### config.mk
export PLATFORM = sky130hd
export DESIGN_NAME = det_matrix_loader_flat
export DESIGN_NICKNAME = d
export VERILOG_FILES = /design/src/rtl/det_matrix_loader_pkg.sv /design/src/rtl/det_matrix_loader_if.sv /design/src/rtl/det_matrix_loader.sv /design/src/flat_wrapper.sv
export SDC_FILE = /design/constraint.sdc
export NUM_CORES = 1
export LEC_CHECK = 0
export CORE_MARGIN = 2
export CORE_UTILIZATION = 25
export CTS_CLUSTER_DIAMETER = 120
export DETAILED_ROUTE_END_ITERATION = 16
export GPL_ROUTABILITY_DRIVEN = 0
export GPL_TIMING_DRIVEN = 0
export PLACE_DENSITY_LB_ADDON = 0.2
export SYNTH_ARGS = -nofsm -noshare
export SYNTH_HDL_FRONTEND = slang
export SYNTH_SLANG_ARGS = --single-unit
export TNS_END_PERCENT = 50
### constraint.sdc
create_clock -name clk -period 4.3 [get_ports clk]
set_clock_uncertainty 0.2 [all_clocks]
set_input_delay 0.43 -clock clk [delete_from_list [all_inputs] [get_ports clk]]
set_output_delay 0.43 -clock clk [all_outputs]
set_load 0.02 [all_outputs]
### src/rtl/det_matrix_loader_pkg.sv
`default_nettype none
// ============================================================================
// Module   : det_pkg
// Brief    : Shared sizes, state encoding and slot-to-bit mapping for the
//            3x3 determinant matrix loader.
// Revision : 1.0  initial release
// ============================================================================
package det_pkg;

    localparam int ELEM_W      = 32;
    localparam int N           = 3;
    localparam int NUM_SLOTS   = N * N;
    localparam int MATRIX_W    = NUM_SLOTS * ELEM_W;
    localparam int DET_LATENCY = 2;
    localparam int CNT_W       = $clog2(NUM_SLOTS);
    localparam int WAIT_W      = (DET_LATENCY > 1) ? $clog2(DET_LATENCY) : 1;

    typedef enum logic [1:0] {
        LOAD   = 2'd0,
        WAIT   = 2'd1,
        RESULT = 2'd2
    } state_t;

    // Slot 0 (E[0][0]) occupies the most significant element of the bus.
    function automatic int unsigned slot_lsb(input int unsigned slot);
        return (NUM_SLOTS - 1 - slot) * ELEM_W;
    endfunction

endpackage
`default_nettype wire

### src/rtl/det_matrix_loader_if.sv
`default_nettype none
// ============================================================================
// Module   : det_matrix_loader_if
// Brief    : Element stream, matrix bus and determinant return signals.
// Revision : 1.0  initial release
// ============================================================================
interface det_matrix_loader_if;
    import det_pkg::*;

    logic [ELEM_W-1:0]   elem_data;
    logic                elem_valid;
    logic                elem_ready;
    logic [MATRIX_W-1:0] matrix_out;
    logic                matrix_valid;
    logic [ELEM_W-1:0]   det_in;
    logic [ELEM_W-1:0]   det_out;
    logic                det_valid;
    logic                det_ready;

    modport master (
        output elem_data, elem_valid, det_in, det_ready,
        input  elem_ready, matrix_out, matrix_valid, det_out, det_valid
    );

    modport slave (
        input  elem_data, elem_valid, det_in, det_ready,
        output elem_ready, matrix_out, matrix_valid, det_out, det_valid
    );

endinterface
`default_nettype wire

### src/rtl/det_matrix_loader.sv
`default_nettype none
// ============================================================================
// Module   : det_matrix_loader
// Brief    : Packs nine streamed elements into the calculator's matrix bus,
//            waits out its latency and returns the determinant.
// Revision : 1.0  initial release
// ============================================================================
module det_matrix_loader
    import det_pkg::*;
(
    input  wire logic          clk,
    input  wire logic          reset,
    det_matrix_loader_if.slave bus
);

    state_t              state;
    state_t              state_nxt;
    logic [CNT_W-1:0]    elem_cnt;
    logic [WAIT_W-1:0]   wait_cnt;
    logic [MATRIX_W-1:0] matrix_q;
    logic [ELEM_W-1:0]   det_q;

    logic accept;
    logic last_slot;
    logic wait_done;
    logic elem_ready;
    logic matrix_valid;
    logic det_valid;

    assign accept    = (state == LOAD) && bus.elem_valid;
    assign last_slot = (elem_cnt == CNT_W'(NUM_SLOTS - 1));
    assign wait_done = (wait_cnt == WAIT_W'(DET_LATENCY - 1));

    always_ff @(posedge clk or negedge reset) begin
        if (!reset) begin
            state <= LOAD;
        end else begin
            state <= state_nxt;
        end
    end

    always_comb begin
        state_nxt = state;
        case (state)
            LOAD:    if (accept && last_slot) state_nxt = WAIT;
            WAIT:    if (wait_done)           state_nxt = RESULT;
            RESULT:  if (bus.det_ready)       state_nxt = LOAD;
            default:                          state_nxt = LOAD;
        endcase
    end

    // Handshake outputs are forced low for as long as reset is held.
    always_comb begin
        elem_ready   = 1'b0;
        matrix_valid = 1'b0;
        det_valid    = 1'b0;
        if (reset) begin
            case (state)
                LOAD:   elem_ready = 1'b1;
                WAIT:   matrix_valid = 1'b1;
                RESULT: begin
                    matrix_valid = 1'b1;
                    det_valid    = 1'b1;
                end
                default: ;
            endcase
        end
    end

    always_ff @(posedge clk or negedge reset) begin
        if (!reset) begin
            elem_cnt <= '0;
            wait_cnt <= '0;
            matrix_q <= '0;
            det_q    <= '0;
        end else begin
            case (state)
                LOAD: begin
                    if (accept) begin
                        for (int s = 0; s < NUM_SLOTS; s++) begin
                            if (elem_cnt == CNT_W'(s)) begin
                                matrix_q[slot_lsb(s) +: ELEM_W] <= bus.elem_data;
                            end
                        end
                        if (last_slot) begin
                            elem_cnt <= '0;
                            wait_cnt <= '0;
                        end else begin
                            elem_cnt <= elem_cnt + CNT_W'(1);
                        end
                    end
                end
                WAIT: begin
                    if (wait_done) begin
                        det_q    <= bus.det_in;
                        wait_cnt <= '0;
                    end else begin
                        wait_cnt <= wait_cnt + WAIT_W'(1);
                    end
                end
                default: ;
            endcase
        end
    end

    assign bus.elem_ready   = elem_ready;
    assign bus.matrix_valid = matrix_valid;
    assign bus.det_valid    = det_valid;
    assign bus.matrix_out   = matrix_q;
    assign bus.det_out      = det_q;

endmodule
`default_nettype wire

### src/flat_wrapper.sv
// flat-port wrapper written by rule: the top's interface ports become plain ports
module det_matrix_loader_flat import det_pkg::*;
  (clk, reset, bus_elem_data, bus_elem_valid, bus_det_in, bus_det_ready, bus_elem_ready, bus_matrix_out, bus_matrix_valid, bus_det_out, bus_det_valid);
  det_matrix_loader_if bus_i ();
  input  wire logic clk;
  input  wire logic reset;
  input wire logic [$bits(bus_i.elem_data)-1:0] bus_elem_data;
  input wire logic [$bits(bus_i.elem_valid)-1:0] bus_elem_valid;
  input wire logic [$bits(bus_i.det_in)-1:0] bus_det_in;
  input wire logic [$bits(bus_i.det_ready)-1:0] bus_det_ready;
  output wire logic [$bits(bus_i.elem_ready)-1:0] bus_elem_ready;
  output wire logic [$bits(bus_i.matrix_out)-1:0] bus_matrix_out;
  output wire logic [$bits(bus_i.matrix_valid)-1:0] bus_matrix_valid;
  output wire logic [$bits(bus_i.det_out)-1:0] bus_det_out;
  output wire logic [$bits(bus_i.det_valid)-1:0] bus_det_valid;
  assign bus_i.elem_data = bus_elem_data;
  assign bus_i.elem_valid = bus_elem_valid;
  assign bus_i.det_in = bus_det_in;
  assign bus_i.det_ready = bus_det_ready;
  assign bus_elem_ready = bus_i.elem_ready;
  assign bus_matrix_out = bus_i.matrix_out;
  assign bus_matrix_valid = bus_i.matrix_valid;
  assign bus_det_out = bus_i.det_out;
  assign bus_det_valid = bus_i.det_valid;
  det_matrix_loader u_core (.clk(clk), .reset(reset), .bus(bus_i));
endmodule
-- After elaboration in Yosys (flattened, before gate mapping)
Index checks and enable logic that the tools add are counted.
- register bits after elaboration: 327
- input port bits: 68
- logic and storage cells: 64
- $add $sub $neg: 2
- equality and inequality tests: 15
- mux-type cells: 15
- reduce and logical (&&, ||, !) cells: 19
- operator list (cell ; count):
    $reduce_and A3 Y1 ; 11
    $eq A4 B3 Y1 const B ; 4
    $mux W1 ; 9
    $eq A4 B2 Y1 const B ; 2
    $mux W2 ; 3
    $ne A2 B1 Y1 const B ; 3
    $pmux W2 S3 ; 1
    $add A4 B1 Y4 const B ; 1
    $eq A4 B1 Y1 const B ; 1
    $eq A4 B4 Y1 const B ; 1
    $logic_not A4 Y1 ; 1
    $mux W4 ; 1
    $ne A2 B2 Y1 const B ; 2
    $reduce_and A2 Y1 ; 2
    $eq A2 B1 Y1 const B ; 1
    $eq A2 B2 Y1 const B ; 1
    $logic_and A1 B1 Y1 ; 2
    $logic_not A2 Y1 ; 1
    $pmux W1 S2 ; 1
    $reduce_bool A2 Y1 ; 1
    $reduce_or A2 Y1 ; 1
    $add A1 B1 Y1 const B ; 1

-- Longest topological paths before layout
- word-level depth: 5
- depth in mapped cells: 8

-- Worst setup path before layout
Ideal clock, no wire load.
- path type: reg-to-reg
- from: reg u_core.state[0]
- to: reg u_core.matrix_q[161], in the netlist u_core.bus.matrix_out[161]
- setup time: 0.125 ns
- arrival: 1.750 ns
- setup slack: 2.225 ns
- cell stages (with the launch flop): 9
- period minus slack after synthesis: 2.075 ns
- cell sequence: dfrtp_1 > inv_1 > ha_1 > buf_2 > and3b_4 > and3b_1 > buf_6 > buf_6 > mux2_4
- longest elaborated chain between the ends: 3
- ends and longest elaborated chain (item ; line ; RTL):
    from (decl) ; det_matrix_loader.sv:16 ; state_t state;
    from (signal assigned) ; det_matrix_loader.sv:38 ; state <= state_nxt;
    $logic_not A2 Y1 (*) ; det_matrix_loader.sv:30, det_matrix_loader.sv:77 ;
    $logic_and A1 B1 Y1 ; det_matrix_loader.sv:30 ; assign accept = (state == LOAD) && bus.elem_valid;
    $reduce_and A3 Y1 (no source line) (*) ; -- ;
    to (signal, indexed assignment) ; det_matrix_loader.sv:82 ; matrix_q[slot_lsb(s) +: ELEM_W] <= bus.elem_data;
    to (decl) ; det_matrix_loader.sv:20 ; logic [MATRIX_W-1:0] matrix_q;
Every way passes the cells marked *; elsewhere a longest branch is shown, timed or not.
A chain may end at the register's enable or synchronous reset.

-- Worst setup path in the final report
- from: in reset
- to: out bus_matrix_valid
- longest elaborated chain between the ends: 1
- ends and longest elaborated chain (item ; line ; RTL):
    from (decl) ; flat_wrapper.sv:6 ; input wire logic reset;
    $mux W1 ; det_matrix_loader.sv:57 ; if (reset) begin
    to (decl) ; flat_wrapper.sv:13 ; output wire logic [$bits(bus_i.matrix_valid)-1:0] bus_matrix_valid;
Every way passes these cells.

==> flow_metrics.tcl <==
set metrics [dict create \
    family_with_the_most_delay_on_the_worst_path "buffers and inverters" \
    drt_wl_total_mm 38.4 \
    grt_max_degree 104 \
    first_pass_iters 4 \
    worst_ir_drop_vdd_uv 330 \
    pre_cts_slack_ns 1.49 \
    core.rowCount 83 \
    die_w_um 231 \
    groute.usage.overall_pct 14.3 \
    final-setup-viol-count 0 \
    layout.cells.most_common_list "sky130_fd_sc_hd__clkdlybuf4s50_1 (389), sky130_fd_sc_hd__dfrtp_1 (327), sky130_fd_sc_hd__mux2_2 (212), sky130_fd_sc_hd__mux2_4 (103), sky130_fd_sc_hd__clkbuf_16 (41)" \
    fin_nets 1251 \
    remaining_drc_errors 0 \
    fp.dieArea_mm2 0.0535 \
    fin_hold_ws_ns 0.190 \
    synth.ff_latch_count 327 \
    dr_total_vias 7785 \
    sinks_on_the_clock_net 327 \
    grt_setup_unrepaired "false" \
    worstSkewPairLatency_ns 0.54 \
    dr.first_iter.drc_count 271 \
    route.antenna.remaining_nets 0 \
    distinct_cell_type_count_after_synthesis 31 \
    slew_violations 0 \
    max_slew.worst_pin.slew_ns 0.595 \
    area_of_combinational_cells_with_multiple_inputs_mm2 0.00437 \
    crit_type "in -> out" \
    cts-root-buf "sky130_fd_sc_hd__clkbuf_16" \
    setup.worst_path.end_class "output pin" \
    layout_setup_ws_ns 0.989 \
    post-cts-setup-buffers 0 \
    sequential_cell_area_mm2 0.00818 \
    io_pins 391 \
    initial_antenna_violation_count 4 \
    maxClockFrequency_mhz 302 \
    slowest_delay_ns 0.62 \
    post_synth_instance_area_mm2 0.0129 \
    relSlewSlack_pct 60.3 \
    cellLeakagePower_uw 0.00834 \
    die_h_um 231 \
    wl_per_cell_um 20.4 \
    via_per_inst 4.13 \
    layout.cells.most_common "sky130_fd_sc_hd__clkdlybuf4s50_1" \
    critPathMaxFanout 94 \
    hp-class "in -> async" \
    first_global_vias 8315 \
    gr-total-overflow 0 \
    synth_net_count 814 \
    worst_ep_arrival_time_ns 2.68 \
    number_of_port_buffers 390 \
    final-hold-violation-count 0 \
    crit_path_top_delay_cell "sky130_fd_sc_hd__clkdlybuf4s50_1" \
    grt_pass1_wl_mm 56.7 \
    timing.critical_path.buf_inv 4 \
    run_status "finished, final reports clean" \
    path_cells "dlygate4sd3_1 > buf_8 > buf_16 > and2_1 > clkdlybuf4s50_1" \
    syn2layout_area_growth_pct 47.3 \
    yosysSeqAreaShare_pct 63.4 \
    final.fill_count 4928 \
    critPathLaunchType "primary input" \
    floorplan.core_area_mm2 0.0512 \
    clock_tree.buffer_depth 3 \
    path_clk_slew_ns 0.06 \
    p_per_area_mw_per_mm2 800 \
    ys.warnings.count 0 \
    cts_tree "built" \
    dp_hpwl_mm 26.3 \
    htree_levels 2 \
    min_period_over_period_pct 77.0 \
    synth_area_per_cell_um2 17.5 \
    maxCapViolCount 0 \
    final_period_minus_worst_setup_slack_ns 3.31 \
    layout_cells_sized_above_1_pct 34.6 \
    syn_inst 737 \
    tritoncts.num_buffers 41 \
    initial_utilization_pct 25.2 \
    timing.critical_path.required_ns 3.67 \
]
## area by class of cell
| cell class | instances | area share (%) |
|---|---|---|
| sequential | 327 | 43.0 |
| clock inverter | 11 | 0.355 |
| inverter | 5 | 0.0986 |
| buffer | 38 | 1.81 |
| antenna | 2 | 0.0263 |
| multi-input combinational | 367 | 23.0 |
| tap | 680 | 4.47 |
| clock buffer | 63 | 6.25 |
| timing repair buffer | 394 | 21.0 |
## worst register-to-register path, stage by stage (launching register included)
cell and delay (ns):
sky130_fd_sc_hd__dfrtp_1 0.38, sky130_fd_sc_hd__inv_1 0.09, sky130_fd_sc_hd__ha_1 0.19, sky130_fd_sc_hd__buf_2 0.18, sky130_fd_sc_hd__and2b_1 0.19, sky130_fd_sc_hd__nand4_1 0.29, sky130_fd_sc_hd__buf_2 0.42, sky130_fd_sc_hd__mux2_2 0.39
## report_power, final
part | total [µW] | switching [µW] | internal, µW
combinational | 6850 | 3180 | 3660
clock | 3220 | 1320 | 1900
sequential | 5160 | 721 | 4430
total | 15200 | 5220 | 10000
## through the flow
| step | std cells | setup TNS, ns | util, % | total power [µW] | instance area, µm² |
|---|---|---|---|---|---|
| detailed placement | 1810 | 0 | 34.7 | 12100 | 17800 |
| floorplan | 737 | 0 | - | 8590 | 12900 |
| global route | 1886 | 0 | 37.2 | 16000 | 19000 |
| CTS | 1885 | 0 | 37.2 | 15500 | 19000 |
| finish | 1887 | 0 | 37.2 | 15200 | 19000 |
| global placement | 1807 | -4195.70 | 34.5 | 12100 | 17700 |
## worst paths after layout
kind	slack, ns	start	cells after the start	end
hold reg to reg	0.29	u_core.bus.matrix_out[7]	1	u_core.bus.matrix_out[7]
min in group clk	0.29	u_core.bus.matrix_out[7]	1	u_core.bus.matrix_out[7]
hold / removal	0.19	reset	2	u_core.bus.matrix_out[185]
max in group asynchronous	2.79	reset	3	u_core.bus.matrix_out[234]
setup / recovery	0.99	reset	5	bus_matrix_valid
setup reg to reg	1.86	u_core.state[0]	7	u_core.bus.matrix_out[103]
## cells in the mapped netlist
library cell | instances | area [µm²]
sky130_fd_sc_hd__nand3_2 | 1 | 10.0
sky130_fd_sc_hd__nand4_1 | 2 | 12.5
sky130_fd_sc_hd__dfrtp_1 | 327 | 8180
sky130_fd_sc_hd__o21ai_0 | 2 | 10.0
sky130_fd_sc_hd__mux2_1 | 8 | 90.1
sky130_fd_sc_hd__a211oi_1 | 1 | 7.51
sky130_fd_sc_hd__and3_1 | 2 | 12.5
sky130_fd_sc_hd__nand2_1 | 4 | 15.0
sky130_fd_sc_hd__nand3b_1 | 1 | 7.51
sky130_fd_sc_hd__buf_2 | 8 | 40.0
sky130_fd_sc_hd__nor2_1 | 2 | 7.51
sky130_fd_sc_hd__and3b_4 | 1 | 12.5
sky130_fd_sc_hd__buf_4 | 3 | 22.5
sky130_fd_sc_hd__and4b_1 | 1 | 10.0
sky130_fd_sc_hd__and3b_1 | 3 | 26.3
sky130_fd_sc_hd__mux2_2 | 212 | 2390
sky130_fd_sc_hd__nor2_2 | 1 | 6.26
sky130_fd_sc_hd__buf_1 | 3 | 11.3
sky130_fd_sc_hd__nand4b_1 | 1 | 8.76
sky130_fd_sc_hd__o211ai_1 | 1 | 7.51
sky130_fd_sc_hd__nand3_1 | 3 | 15.0
sky130_fd_sc_hd__a221oi_1 | 1 | 8.76
sky130_fd_sc_hd__buf_6 | 24 | 270
sky130_fd_sc_hd__a21o_1 | 2 | 15.0
sky130_fd_sc_hd__nor2b_1 | 1 | 6.26
sky130_fd_sc_hd__a22o_1 | 1 | 8.76
sky130_fd_sc_hd__and2b_1 | 1 | 7.51
sky130_fd_sc_hd__inv_1 | 5 | 18.8
sky130_fd_sc_hd__ha_1 | 9 | 113
sky130_fd_sc_hd__mux2_4 | 103 | 1550
sky130_fd_sc_hd__and2_1 | 3 | 18.8
## state kept, by name (all words and copies together) (netlist names)
signal / flops
u_core.bus.matrix_out: 288
u_core.wait_cnt: 1
u_core.elem_cnt: 4
u_core.bus.det_out: 32
u_core.state: 2
## cell families after synthesis
group / after synthesis / synth area share [%]
AND/OR/NAND/NOR: 27 / 1.37
buffers and inverters: 43 / 2.81
adder cells (fa/ha/maj): 9 / 0.872
flip-flops: 327 / 63.4
AO/OA/AOI/OAI: 8 / 0.446
multiplexers: 323 / 31.2
## per-layer routing
metal / vias to the layer above / GRT usage (%) / share of wire [%]
met2: 209 / 23.4 / 49
met3: 59 / 4.81 / 6.7
met1: 4016 / 17.8 / 42
li1: 3497 / - / -
met4: 4 / 4.07 / 2.2
met5: - / 0 / 0.070
## repair_timing
action                    in CTS  in global routing
resized for setup              0                  0
hold endpoints to repair      50                  0
hold buffers                   1                  0
Power figures use the tool's default switching activity.
